**src/rtl/logic_unit_arbiter.sv**
```systemverilog
// logic_unit_arbiter: round-robin sharing of one registered bitwise logic unit among four requesters.
// Define LOGIC_ARB_ERR_EN to flag opcodes 5-7 via rsp_err (otherwise they decode as XOR).
module logic_unit_arbiter #(
  parameter int W = 16
) (
  input  logic           clk,
  input  logic           rst,
  input  logic [3:0]     req_valid,
  input  logic [11:0]    req_op,
  input  logic [4*W-1:0] req_a,
  input  logic [4*W-1:0] req_b,
  output logic [3:0]     req_ready,
  output logic           rsp_valid,
  input  logic           rsp_ready,
  output logic [1:0]     rsp_id,
  output logic [W-1:0]   rsp_data,
  output logic           rsp_err,
  output logic [15:0]    op_count
);
  typedef enum logic [1:0] {IDLE, EXEC, RESP} state_t;
  state_t state, state_nxt;
  logic [1:0] last, win;
  logic [2:0] op;
  logic [W-1:0] a, b, res;
  logic bad;
  logic grant;
  // Scan downward so the requester closest after last wins.
  always_comb begin
    win = last;
    for (int i = 3; i >= 0; i--) if (req_valid[last + 2'(i) + 2'd1]) win = last + 2'(i) + 2'd1;
  end
  assign grant = state == IDLE && |req_valid;
  always_comb begin
    state_nxt = state == IDLE ? (grant ? EXEC : IDLE) : state == EXEC ? RESP : (rsp_ready ? IDLE : RESP);
    req_ready = grant ? 4'b0001 << win : 4'b0000;
  end
  assign rsp_valid = state == RESP;
`ifdef LOGIC_ARB_ERR_EN
  assign bad = op > 3'd4;
`else
  assign bad = 1'b0;
`endif
  assign res = bad ? '0 : op == 3'd0 ? ~(a & b) : op == 3'd1 ? ~a : op == 3'd2 ? a & b : op == 3'd3 ? a | b : a ^ b;
  always_ff @(posedge clk or posedge rst) begin
    if (rst) begin
      state <= IDLE;
      last <= 2'd3;
      rsp_id <= '0;
      op <= '0;
      a <= '0;
      b <= '0;
      rsp_data <= '0;
      rsp_err <= 1'b0;
      op_count <= '0;
    end else begin
      state <= state_nxt;
      if (grant) begin
        rsp_id <= win;
        op <= req_op[3*win +: 3];
        a <= req_a[W*win +: W];
        b <= req_b[W*win +: W];
      end
      if (state == EXEC) begin
        rsp_data <= res;
        rsp_err <= bad;
      end
      if (state == RESP && rsp_ready) begin
        last <= rsp_id;
        op_count <= op_count + 16'd1;
      end
    end
  end
endmodule

```
**config.mk**
```make
export PLATFORM = sky130hd
export DESIGN_NAME = logic_unit_arbiter
export DESIGN_NICKNAME = d
export VERILOG_FILES = /design/src/rtl/logic_unit_arbiter.sv
export SDC_FILE = /design/constraint.sdc
export NUM_CORES = 1
export LEC_CHECK = 0
export CAP_MARGIN = 40
export CORE_ASPECT_RATIO = 0.75
export CORE_MARGIN = 2
export CORE_UTILIZATION = 41
export DETAILED_ROUTE_END_ITERATION = 7
export PLACE_DENSITY = 0.87
export SLEW_MARGIN = 20
export SYNTH_ARGS = -nofsm -noshare
export SYNTH_HDL_FRONTEND = slang
export SYNTH_SLANG_ARGS = --single-unit
```
**constraint.sdc**
```tcl
create_clock -name clk -period 2.7 [get_ports clk]
set_clock_uncertainty 0.15 [all_clocks]
set_input_delay 0.54 -clock clk [delete_from_list [all_inputs] [get_ports clk]]
set_output_delay 0.54 -clock clk [all_outputs]
set_load 0.02 [all_outputs]
```
==> metrics, run 1 <==
status=finished, final reports clean; initial antenna violation count=0; Int Pwr=0.00437 W; Yosys cell types=41; worst setup path endpoint=req_ready[3]; clock share of power=0.167; NetSw=0.00322 W; Rel. slew slack=0.544; die height=100 microns; P&R area growth vs syn=45.9%; placed cells=836; Worst Hold Class=reg2reg; Clock Tree Root=clkbuf_16; register bit total from synthesis=73; Ports=187; Avg Inst Size Synth=10.1 sq um; WS Path Type=in2out; top-count cell post-synth=mux2i_1; sequential share of the synthesized area=0.360; worst r2r path cells=7; Syn Nets=684; power per cell area=1020 nW/um^2; CP Capture Type=output port; DRC Markers=0; most frequent cells after synthesis=86 x mux2i_1, 78 x nand2_1, 71 x dfrtp_1; Nets=866; GR Util All Layers=0.219; Synth area leader=dfrtp_1; crit path from=req_valid[1]; Cells after Synth=504; Sw Share=0.424; Die Wd=133 microns; full die area=13300 sq um; DP HPWL=11100 microns; fill count=995; EDFF count, synth=0; synth warn=0; # clock sinks=73; Post-synth top flop=dfrtp_1; cts hold-fix bufs=0; crit share post-route=0.956; endpoints failing setup=0; FMAX=387 MHz; fin crit period=2.58 ns; effective utilization at floorplan=0.417; Worst-Margin Slew=0.685 ns; Non-Filler Instances=857; Vias=4436; CTS tree=done; total grt overflow=0; clk_lat worst skew=0.33 ns; drt pass-1 iters=4; pin count of the biggest net entering global routing=50; RSZ-0062 raised after global routing=false; critical path launch point type=primary input; first-pass GRT wire length=23200 microns; worst hold start=op_count[15]; clock transition at the registers of the reported paths=0.06 ns; LEAKAGE=3.35 nW; worst-path fanout max=5; Synth area leaders=dfrtp_1 35%, mux2i_1 17%, ha_1 8.1%; Slew Viols, Final=0; critical path arrival=1.89 ns; number of vias per cell=5.18; fraction of layout cells with a size suffix above 1=0.117; input/output buffers=185; final hold viol count=0; DRT iter0 DRCs=163; Logic pwr share=0.558; critical path required time=2.01 ns; final core utilization=0.609; clk buf depth=2; ANT cells=0; CTS buffer count=9; Post-Synthesis Cell Area=5080 sq um; r2r setup slk=0.16 ns; VDD IR max=0.615 mV; WL per Instance=16.7 microns; r2r startpoint=last[1]; Yosys top cell area share=0.350; ys async rst share=1.00; area of the core=12200 sq um; register share of total power=0.275; # H-tree levels=3; r2r endpoint=b[8]; total of max-cap violations=0; Detail Route Antenna Nets=0; # rows=35; final WL=14300 microns; gp weighted congestion=0.836; vias in the first global route=4607
==> cell type report <==
type	instances	area [sq um]	share of cell area
Clock inverter	5	81.3	0.0110
Tap cell	166	208	0.0280
Timing Repair Buffer	208	2020	0.273
Sequential cell	73	1830	0.247
Inverter	36	136	0.0184
Clock buffer	11	233	0.0314
Multi-Input combinational cell	358	2900	0.392
==> registers in the layout, indices dropped and copies added, names as in the netlist <==
| name | cells |
|---|---|
| a | 16 |
| b | 16 |
| op_count | 16 |
| rsp_data | 16 |
| op | 3 |
| last | 2 |
| rsp_id | 2 |
| state | 2 |
==> metal layers <==
metal / vias to the layer above / routed length, microns / track usage
li1: 2139 / - / -
met1: 2145 / 6440 / 0.294
met5: - / 0 / 0
met3: 15 / 724 / 0.0359
met4: 0 / 131 / 0.0463
met2: 137 / 7040 / 0.377
==> kinds of logic (layout without fill, tap and decap cells) <==
family | Yosys count | count (layout) | share of synthesized area
other cells | 1 | 1 | 0.000738
buf+inv | 73 | 260 | 0.0754
mux | 89 | 89 | 0.176
fa+ha+maj | 33 | 33 | 0.0813
simple gates | 114 | 114 | 0.100
flops | 73 | 73 | 0.360
compound gates | 90 | 90 | 0.153
xor+xnor | 31 | 31 | 0.0534
==> through the flow <==
stage / hold WS, ns / power, W / area [sq um] / TNS [ns] / setup WS (ns)
after detailed placement: 0.308 / 0.00626 / 7050 / -11.59 / -0.423
after CTS: 0.320 / 0.00760 / 7380 / -0.00767 / -0.00767
final: 0.313 / 0.00759 / 7410 / 0 / 0.118
after global placement: 0.314 / 0.00602 / 7030 / -7.36 / -0.359
after floorplan: 0.311 / 0.00499 / 5080 / 0 / 0.160
after global routing: 0.356 / 0.00818 / 7410 / 0 / 0.0366
==> how the worst min path moves through the flow <==
stage / depth (start not counted) / slack [ns] / to
finish: 1 / 0.31 / op_count[15]
global placement: 1 / 0.31 / op_count[15]
detailed placement: 1 / 0.31 / op_count[15]
floorplan: 1 / 0.31 / state[1]
global route: 1 / 0.36 / op_count[15]
CTS: 1 / 0.32 / op_count[15]
==> placed cells by master, fill, tap and decap left out, types with 2 or more instances in the layout <==
cell and n:
bufinv_16 2, dlymetal6s2s_1 2, o21ai_0 34, buf_2 4, nand2_1 77, nand4_1 4
and2_1 2, xor2_1 21, clkbuf_16 9, mux2i_1 85, buf_4 21, nand2b_1 4
o221ai_1 10, clkinv_2 2, clkbuf_1 2, o211ai_1 17, nor2b_1 2, clkdlybuf4s50_1 179
nand3_1 3, dfstp_2 2, inv_1 35, xnor2_1 10, nor2_1 9, mux2_2 3
ha_1 33, dfrtp_1 70, o221ai_2 24
==> power by group through the flow <==
stage | clock network, W | logic [W] | registers, W
4_1_cts | 0.00128 | 0.00422 | 0.00209
6_report | 0.00126 | 0.00424 | 0.00209
3_5_place_dp | 0 | 0.00416 | 0.00210
3_3_place_gp | 0 | 0.00395 | 0.00207
2_1_floorplan | 0 | 0.00292 | 0.00207
5_1_grt | 0.00134 | 0.00468 | 0.00216
==> worst max-delay path: stages <==
cell and delay [ns]:
clkdlybuf4s50_1 0.47, mux2i_2 0.22, nor2_2 0.08, nor3_4 0.23
buf_4 0.15, nor2_1 0.03, buf_2 0.16
==> what timing repair did <==
item                                    CTS  global route
pin swaps                                 2             2
endpoints found under the setup margin   28            29
resized for setup                        17             9
setup buffers                             1             4
No activity file was read; power rests on OpenSTA's default activity.
==> run 2: changes to the inputs <==
--- a/config.mk
+++ b/config.mk
@@ -10,6 +10,7 @@
 export CORE_MARGIN = 2
 export CORE_UTILIZATION = 41
 export DETAILED_ROUTE_END_ITERATION = 7
+export MAX_ROUTING_LAYER = met4
 export PLACE_DENSITY = 0.87
 export SLEW_MARGIN = 20
 export SYNTH_ARGS = -nofsm -noshare
==> constraint.sdc (replaced) <==
create_clock -name clk -period 3.19 [get_ports clk]
set_clock_uncertainty 0.15 [all_clocks]
set_input_delay 0.638 -clock clk [delete_from_list [all_inputs] [get_ports clk]]
set_output_delay 0.638 -clock clk [all_outputs]
set_load 0.02 [all_outputs]
==> metrics, run 2 (synthesis gave the netlist of run 1 again) <==
status=finished, final reports clean; clock share of power=0.171; die height=100 microns; worst-path fanout max=6; CP max stage delay=0.48 ns; full die area=13300 sq um; DRT met1 WL=6390 microns; critical path launch point type=primary input; Worst Hold Depth=1; final core utilization=0.607; commonest non-fill, non-tap cell in the layout=clkdlybuf4s50_1; VDD IR max=0.575 mV; drt pass-1 iters=4; fill count=1014; cts hold-fix bufs=0; Slowest-stage cell, CP=clkdlybuf4s50_1; clock transition at the registers of the reported paths=0.06 ns; Detail Route Antenna Nets=0; Design Power=0.00642 W; crit share post-route=0.952; final hold viol count=0; NetSw=0.00271 W; GR Util All Layers=0.221; # clock sinks=73; gp weighted congestion=0.855; WS Path Type=in2out; Worst-Margin Slew=0.751 ns; total of max-cap violations=0; worst hold start=op_count[15]; endpoints failing setup=0; WL per Instance=16.5 microns; LEAKAGE=3.32 nW; FMAX=329 MHz; CTS buffer count=9; number of vias per cell=5.16; initial antenna violation count=0; CP Capture Type=output port; area of the core=12200 sq um; crit path from=req_valid[3]; Logic pwr share=0.553; fin crit period=3.04 ns; Nets=859; pin count of the biggest net entering global routing=50; Ports=187; fraction of layout cells with a size suffix above 1=0.0980; P&R area growth vs syn=45.5%; input/output buffers=185; Clock Tree Root=clkbuf_16; Worst Hold Class=reg2reg; DRT iter0 DRCs=190; # rows=35; clk buf depth=2; Rel. slew slack=0.499; final WL=14100 microns; hold endpoint=op_count[15]; r2r setup slk=0.45 ns; Sw Share=0.423; Die Wd=133 microns; Fin Hold WS=0.322 ns; vias in the first global route=4570; DR WL met2=6810 microns; Vias=4386; CTS tree=done; DP HPWL=11100 microns; DR top layer=met4; r2r startpoint=last[1]; met3 wire length=729 microns; register share of total power=0.276; ANT cells=0; Slew Viols, Final=0; critical path arrival=2.25 ns; effective utilization at floorplan=0.417; # H-tree levels=3; critical path required time=2.40 ns; worst path cell trace=clkdlybuf4s50_1, nor3b_1, buf_4, nor3_4, nor2b_1, dlygate4sd2_1; DRC Markers=0; r2r endpoint=b[13]; clk_lat worst skew=0.33 ns; power per cell area=868 nW/um^2; most frequent cells in the layout=181 x clkdlybuf4s50_1, 86 x mux2i_1, 77 x nand2_1; first-pass GRT wire length=22800 microns; total grt overflow=0; worst r2r path cells=7; Int Pwr=0.00370 W; RSZ-0062 raised after global routing=false; Setup TNS Final=0 ns
==> run 2: cell types whose count changed in the layout (fill, tap and decap cells not counted), sizes merged <==
cell,before,now
dlymetal6s2s,2,0
dlygate4sd2,0,4
clkdlybuf4s50,179,181
clkinvlp,1,2
clkinv,3,2
buf,27,16
==> run 2: routing by layer <==
| metal | GRT usage | vias to the layer above |
|---|---|---|
| met5 | - | - |
| met2 | 0.363 | 152 |
| met4 | 0.0463 | 0 |
| li1 | - | 2115 |
| met1 | 0.289 | 2107 |
| met3 | 0.0389 | 12 |
==> run 2: power by group through the flow <==
| stage | sequential [W] | combinational, W | clock (W) |
|---|---|---|---|
| global route | 0.00183 | 0.00394 | 0.00115 |
| detailed placement | 0.00186 | 0.00345 | 0 |
| global placement | 0.00187 | 0.00320 | 0 |
| floorplan | 0.00175 | 0.00247 | 0 |
| finish | 0.00177 | 0.00355 | 0.00110 |
| CTS | 0.00184 | 0.00348 | 0.00112 |
==> run 2: what timing repair did <==
item,CTS,global route
setup buffers,1,0
setup endpoints to repair,4,0
resized for setup,5,0
==> run 2: through the flow <==
stage               setup slack, ns  cells  cell area, sq um
finish                        0.152    850              7390
detailed placement           -0.149    832              7040
floorplan                     0.552    504              5080
global route                 0.0998    850              7390
CTS                           0.135    849              7370
global placement            -0.0920    829              7000
==> run 2: area by class of cell <==
class / count / area (sq um) / area share
clock buffer: 11 / 243 / 0.0328
clock inverter: 5 / 80.1 / 0.0108
inverter: 36 / 136 / 0.0184
multi-input combinational: 358 / 2880 / 0.390
sequential: 73 / 1830 / 0.248
tap: 166 / 208 / 0.0281
timing repair buffer: 201 / 2010 / 0.272
==> run 2: worst max-delay path by stage <==
| stage | endpoint | slack (ns) | cells past startpoint |
|---|---|---|---|
| after global placement | req_ready[2] | -0.09 | 6 |
| after global routing | req_ready[3] | 0.1 | 6 |
| final | req_ready[2] | 0.15 | 6 |
| after floorplan | a[0] | 0.55 | 1 |
| after detailed placement | req_ready[0] | -0.15 | 6 |
| after CTS | req_ready[3] | 0.14 | 6 |
==> run 2: worst max-delay path: cells and delay by family <==
| kind | cells | cell delay (ns) |
|---|---|---|
| buffers and inverters | 3 | 0.98 |
| AND/OR/NAND/NOR | 3 | 0.63 |
==> run 3: changes to the inputs <==
--- a/config.mk
+++ b/config.mk
@@ -5,9 +5,10 @@
 export SDC_FILE = /design/constraint.sdc
 export NUM_CORES = 1
 export LEC_CHECK = 0
+export ABC_CLOCK_PERIOD_IN_PS = 3190
 export CAP_MARGIN = 40
 export CORE_ASPECT_RATIO = 0.75
-export CORE_MARGIN = 2
+export CORE_MARGIN = 8
 export CORE_UTILIZATION = 41
 export DETAILED_ROUTE_END_ITERATION = 7
 export MAX_ROUTING_LAYER = met4
==> metrics, run 3 (synthesis gave the netlist of run 1 again) <==
status=finished, final reports clean; r2r endpoint=a[2]; initial antenna violation count=0; area of the multi-input gates=2880 sq um; # clock sinks=73; area of the core=12200 sq um; Int Pwr=0.00365 W; vias in the first global route=4944; final WL=15100 microns; Nets=860; Worst-Margin Slew=0.783 ns; Sw Share=0.427; Ports=187; # H-tree levels=3; cts repair resizes=4; WL per Instance=17.8 microns; CTS tree=done; Logic pwr share=0.564; critical path required time=2.40 ns; full die area=16200 sq um; worst hold start=op_count[15]; Die Wd=145 microns; clk_lat worst skew=0.33 ns; crit path from=req_valid[3]; clk buf depth=2; DRC Markers=0; total grt overflow=0; ANT cells=0; placed cells=834; Detail Route Antenna Nets=0; endpoints failing setup=0; clock transition at the registers of the reported paths=0.06 ns; power per cell area=864 nW/um^2; register share of total power=0.274; # rows=35; WS Path Type=in2out; r2r setup slk=0.51 ns; number of vias per cell=5.19; gp weighted congestion=0.791; fraction of layout cells with a size suffix above 1=0.0978; Non-Filler Instances=851; input/output buffers=185; P&R area growth vs syn=45.1%; commonest non-fill, non-tap cell in the layout=clkdlybuf4s50_1; Setup Buffers After CTS=0; worst-path fanout max=5; VDD IR max=0.647 mV; crit share post-route=0.947; total of max-cap violations=0; most frequent cells in the layout=181 x clkdlybuf4s50_1, 86 x mux2i_1, 77 x nand2_1; cts hold-fix bufs=0; DP HPWL=12300 microns; Setup TNS Final=0 ns; Rel. slew slack=0.478; effective utilization at floorplan=0.417; NetSw=0.00272 W; critical path launch point type=primary input; Worst Hold Depth=1; critical path arrival=2.23 ns; final hold viol count=0; pin count of the biggest net entering global routing=50; first-pass GRT wire length=24300 microns; worst r2r path cells=6; CP Capture Type=output port; Vias=4420; Worst Hold Class=reg2reg; FF+latch area=1830 sq um; Slew Viols, Final=0; drt pass-1 iters=4; FMAX=331 MHz; hold endpoint=op_count[15]; LEAKAGE=3.31 nW; DRT iter0 DRCs=264; fin crit period=3.02 ns; Place WS=-0.110 ns; RSZ-0062 raised after global routing=false; die height=112 microns; r2r startpoint=last[1]; CTS buffer count=9; GR Util All Layers=0.193; Clock Tree Root=clkbuf_16; fill count=1006; setup ws final=0.168 ns; clock share of power=0.162
## run 3: through the flow
stage          power [W]   util  hold WS (ns)  area, sq um
6_report         0.00637  0.606         0.315         7370
4_1_cts          0.00638  0.604         0.322         7350
3_3_place_gp     0.00508  0.575         0.313         7000
2_1_floorplan    0.00422      -         0.311         5080
5_1_grt          0.00686  0.606         0.354         7370
3_5_place_dp     0.00532  0.579         0.313         7050
## run 3: power groups by stage
stage | sequential [W] | clock (W) | combinational (W)
after floorplan | 0.00175 | 0 | 0.00247
after global placement | 0.00187 | 0 | 0.00321
after detailed placement | 0.00183 | 0 | 0.00349
after CTS | 0.00182 | 0.00104 | 0.00352
after global routing | 0.00181 | 0.00108 | 0.00397
final | 0.00175 | 0.00103 | 0.00359
## run 3: critical path, cell delays in order
cell,delay [ns]
clkdlybuf4s50_1,0.55
nand3b_1,0.10
a31oi_1,0.29
nand2_2,0.12
nor2_1,0.16
dlygate4sd2_1,0.36
## run 3: final cells by class
| type | instances | area share |
|---|---|---|
| Multi-Input combinational cell | 358 | 0.391 |
| Timing Repair Buffer | 202 | 0.273 |
| Sequential cell | 73 | 0.248 |
| Clock buffer | 12 | 0.0348 |
| Tap cell | 166 | 0.0282 |
| Inverter | 36 | 0.0185 |
| Clock inverter | 4 | 0.00713 |
## run 3: worst max path at each step
stage              endpoint  depth (start not counted)
6_report       req_ready[3]                          6
5_1_grt        req_ready[3]                          6
4_1_cts        req_ready[3]                          6
3_5_place_dp   req_ready[3]                          6
3_3_place_gp   req_ready[3]                          6
2_1_floorplan          a[0]                          1
## run 3: routing by layer
metal / wire, microns / up-vias / track usage
li1: - / 2117 / -
met1: 6740 / 2150 / 0.236
met2: 7390 / 132 / 0.322
met3: 783 / 21 / 0.0331
met4: 219 / 0 / 0.0505
met5: 0 / - / -
